`config.mk`:
```
export PLATFORM = sky130hd
export DESIGN_NAME = xor_burst_arbiter
export DESIGN_NICKNAME = d
export VERILOG_FILES = /design/src/rtl/xor_burst_arbiter.sv
export SDC_FILE = /design/constraint.sdc
export NUM_CORES = 1
export LEC_CHECK = 0
export ABC_CLOCK_PERIOD_IN_PS = 3350
export BUFFER_PORTS_ARGS = -buffer_cell sky130_fd_sc_hd__buf_4
export CORE_MARGIN = 1.5
export CORE_UTILIZATION = 35
export DETAILED_ROUTE_END_ITERATION = 10
export PLACE_DENSITY = 0.62
export SYNTH_ARGS = -nofsm -noshare
export SYNTH_HDL_FRONTEND = slang
export SYNTH_SLANG_ARGS = --single-unit
```
`constraint.sdc`:
```
create_clock -name clk -period 3.35 [get_ports clk]
set_input_delay 0.67 -clock clk [delete_from_list [all_inputs] [get_ports clk]]
set_output_delay 0.67 -clock clk [all_outputs]
set_load 0.005 [all_outputs]
```
`src/rtl/xor_burst_arbiter.sv`:
```
// xor_burst_arbiter: round-robin grant of one requester burst at a time,
// returning the XOR of all burst words tagged with the owner index.
module xor_burst_arbiter #(
    parameter int WIDTH = 8,
    parameter int NREQ  = 2,
    localparam int IDW  = (NREQ > 1) ? $clog2(NREQ) : 1
) (
    input  logic                  clk,
    input  logic                  rst_n,
    input  logic [NREQ-1:0]       req_valid,
    output logic [NREQ-1:0]       req_ready,
    input  logic [NREQ*WIDTH-1:0] req_data,
    input  logic [NREQ-1:0]       req_last,
    output logic                  res_valid,
    input  logic                  res_ready,
    output logic [WIDTH-1:0]      res_data,
    output logic [IDW-1:0]        res_id
);
    typedef enum logic [1:0] {IDLE, BURST, RESULT} state_t;

    state_t            state_q, state_d;
    logic [IDW-1:0]    grant_q, grant_d, rr_q, rr_d, res_id_q, res_id_d;
    logic [WIDTH-1:0]  acc_q, acc_d, res_data_q, res_data_d;
    logic [NREQ-1:0]   req_ready_q, req_ready_d;
    logic              res_valid_q, res_valid_d;
    logic [IDW:0]      sum;
    logic [IDW-1:0]    idx, pick;
    logic [WIDTH-1:0]  word;
    logic              beat;

    always_comb begin
        state_d     = state_q;
        grant_d     = grant_q;
        rr_d        = rr_q;
        acc_d       = acc_q;
        req_ready_d = req_ready_q;
        res_valid_d = res_valid_q;
        res_data_d  = res_data_q;
        res_id_d    = res_id_q;
        sum         = '0;
        idx         = '0;
        pick        = rr_q;
        // walk downwards so the closest valid index at or after rr wins
        for (int k = NREQ - 1; k >= 0; k--) begin
            sum = {1'b0, rr_q} + (IDW+1)'(k);
            idx = (sum >= (IDW+1)'(NREQ)) ? IDW'(sum - (IDW+1)'(NREQ)) : IDW'(sum);
            if (req_valid[idx]) pick = idx;
        end
        word = req_data[int'(grant_q)*WIDTH +: WIDTH];
        beat = (state_q == BURST) && req_valid[grant_q] && req_ready_q[grant_q];
        case (state_q)
            IDLE: if (|req_valid) begin
                grant_d     = pick;
                acc_d       = '0;
                req_ready_d = NREQ'(1) << pick;
                state_d     = BURST;
            end
            BURST: if (beat) begin
                acc_d = acc_q ^ word;
                if (req_last[grant_q]) begin
                    res_data_d  = acc_q ^ word;
                    res_id_d    = grant_q;
                    res_valid_d = 1'b1;
                    req_ready_d = '0;
                    state_d     = RESULT;
                end
            end
            RESULT: if (res_ready) begin
                res_valid_d = 1'b0;
                rr_d        = (int'(grant_q) == NREQ - 1) ? '0 : grant_q + IDW'(1);
                state_d     = IDLE;
            end
            default: state_d = IDLE;
        endcase
    end

    always_ff @(posedge clk or negedge rst_n) begin
        if (!rst_n) begin
            state_q     <= IDLE;
            grant_q     <= '0;
            rr_q        <= '0;
            acc_q       <= '0;
            req_ready_q <= '0;
            res_valid_q <= 1'b0;
            res_data_q  <= '0;
            res_id_q    <= '0;
        end else begin
            state_q     <= state_d;
            grant_q     <= grant_d;
            rr_q        <= rr_d;
            acc_q       <= acc_d;
            req_ready_q <= req_ready_d;
            res_valid_q <= res_valid_d;
            res_data_q  <= res_data_d;
            res_id_q    <= res_id_d;
        end
    end

    assign req_ready = req_ready_q;
    assign res_valid = res_valid_q;
    assign res_data  = res_data_q;
    assign res_id    = res_id_q;
endmodule
```
==> metrics.yaml <==
timing:
  hold_ws_ns: 0.275
  fin_crit_ns: 2.13
  final.setup_skew_ns: 0.00502
  grt_setup_unrepaired: "false"
  maxSlewHeadroom_pct: 53.2
  fin_setup_tns_ns: 0
  final-hold-violation-count: 0
  setup_viol: 0
  fin_crit_sh_pct: 63.5
  fmax_mhz: 470
  tightest_slew_ns: 0.701
  report.final.slew_viol_count: 0
synth:
  avgSynthCellArea_sq_um: 12.2
  synthDistinctLibCells: 33
  ys_seq_elements: 24
  yosysSeqAreaShare_pct: 43.0
  syn_inst: 114
  syn_area_sq_um: 1400
  ys_warn_count: 0
  synth_fp_nets: 142
pwr:
  p_leak_nw: 0.829
  power_density_nw_per_um2: 867
  vdd_drop_max_mv: 0.357
die:
  core-area_sq_um: 3740
  dieArea_sq_um: 4370
  die_h_um: 66.1
  pin_count: 35
  initial_core_util_pct: 37.3
  core.rowCount: 22
  fp.dieW_um: 66.1
cts:
  post_cts_buffers: 0
  cts.repair.resized: 0
  clk_latency_ns: 0.27
  clock_path_buffers: 2
  clkSlewWorstSetupHoldPaths_ns: 0.09
  root_buffer: "clkbuf_8"
  clock_sinks: 24
  holdBufCountCts: 0
  htreeDepth: 1
  cts_tree: "built"
  cts_buffers: 3
final_layout:
  fin_util_pct: 46.5
  num-fill-cells: 348
  drive_gt1_share_pct: 36.7
  nets: 176
  layout_commonest_cell: "buf_4"
  antenna_cells: 0
  final_cell_mix: "34 x buf_4, 24 x dfrtp_1, 9 x a22o_1"
  syn2layout_area_growth_pct: 24.8
setup_path:
  r2r-end: "res_data[4]"
  r2r_setup_slack_ns: 1.22
  cp-endpoint: "res_data[4]"
  critPathKind: "reg2reg"
  r2r_cells: 4
  crit_required_ns: 3.51
  worstSetupStartpoint: "grant_q"
  path_max_fanout: 18
  reg2reg_from: "grant_q"
  cp-end-kind: "flop"
  crit_arrival_ns: 2.29
  worstSetupStartpointType: "flop"
global_routing:
  grt_pass1_wl_mm: 4.49
  grt_use_total_pct: 13.8
  grt-ovfl-total: 0
  antenna_found_initial: 0
  grt_max_degree: 25
  grt_pass1_vias: 952
route:
  drc: 0
  vias: 968
  drt_iter0_markers: 24
  first_pass_iters: 4
  vias_per_cell: 4.96
  wl_mm: 2.71
  ant_nets: 0
  wl_per_cell_um: 13.9
place:
  gp_congestion: 0.792
  portBuffers: 34
  hpwl_mm: 2.05
run:
  cap_viol_max_count: 0
worst_hold_path:
  hold_class: "in2async"
run_status:
  status: "finished, final reports clean"
flip-flops by register name, summed over array words and instances, names as in the netlist:
register   flops
grant_q        1
res_data       8
req_ready      2
rr_q           1
res_valid      1
state_q        2
res_id         1
acc_q          8
metal layers:
metal | wire (um) | vias up | track usage, %
met1 | 1170 | 464 | 18.6
met3 | 125 | 4 | 2.39
met4 | 68 | 0 | 8.42
li1 | - | 476 | -
met5 | 0 | - | 0
met2 | 1340 | 24 | 20.4
cells in the mapped netlist:
library cell | instances | area share (%)
xnor2_1 | 8 | 5.0
dfrtp_1 | 24 | 43
a21boi_4 | 1 | 1.3
xor2_1 | 2 | 1.3
nand3b_4 | 1 | 1.4
inv_1 | 6 | 1.6
o2bb2ai_1 | 1 | 0.63
mux2i_1 | 6 | 4.3
nor2_1 | 2 | 0.54
nand2_1 | 7 | 1.9
and2_1 | 3 | 1.3
mux2_4 | 8 | 8.6
ha_1 | 5 | 4.5
a2bb2oi_1 | 1 | 0.63
o221ai_2 | 1 | 1.1
o21a_1 | 1 | 0.54
nand2_4 | 1 | 0.81
o21a_4 | 1 | 1.1
a21oi_1 | 2 | 0.72
nand3_1 | 2 | 0.72
mux2_1 | 2 | 1.6
a22o_1 | 9 | 5.7
nand2b_1 | 3 | 1.3
a32o_1 | 1 | 0.72
a31o_2 | 1 | 0.63
o22ai_1 | 4 | 1.8
buf_2 | 4 | 1.4
o311ai_4 | 1 | 1.9
a31oi_1 | 1 | 0.45
o21ai_0 | 2 | 0.72
nand4_1 | 1 | 0.45
buf_12 | 1 | 1.4
mux2_2 | 1 | 0.81
cells by family after synthesis:
family / count (synthesis) / share of synthesized area, %
simple gates: 20 / 8.52
fa+ha+maj: 5 / 4.48
xor+xnor: 10 / 6.28
compound gates: 27 / 17.8
buf+inv: 11 / 4.48
flops: 24 / 43.0
mux: 17 / 15.3
power by group:
group	total [mW]	internal, mW	switching, mW
sequential	0.553	0.415	0.138
clock	0.256	0.160	0.0964
combinational	0.701	0.405	0.295
total	1.51	0.980	0.530
worst min-delay path by stage:
stage	endpoint	slack (ns)	cells after the start	startpoint
after CTS	res_valid	0.29	1	rst_n
after detailed placement	res_valid	0.50	1	res_valid
after global placement	res_valid	0.48	1	res_valid
after global routing	res_valid	0.29	1	rst_n
final	res_valid	0.28	1	rst_n
after floorplan	acc_q[0]	0.37	0	rst_n
critical path: stages (launching register included):
cell and delay, ns:
dfrtp_1 0.80, nand3_1 0.30, a21boi_4 0.31, o21a_4 0.27, mux2_4 0.31
layout make-up:
class	instances	area (sq um)	share of cell area [%]
flip-flops and latches	24	601	34.5
multi-input cells	79	732	42.0
clock buffers	3	41.3	2.37
repair buffers	34	255	14.7
well taps	48	60.1	3.45
inverters	6	22.5	1.29
clock inverters	1	30.0	1.72
stage by stage:
step	std cells	instance area, sq um	power [mW]	worst slack, ns
floorplan	114	1400	1.03	1.43
global placement	191	1670	1.24	1.32
detailed placement	191	1670	1.27	1.20
CTS	195	1740	1.53	1.20
global route	195	1740	1.62	1.06
finish	195	1740	1.51	1.22
No activity file was read; power rests on OpenSTA's default activity.
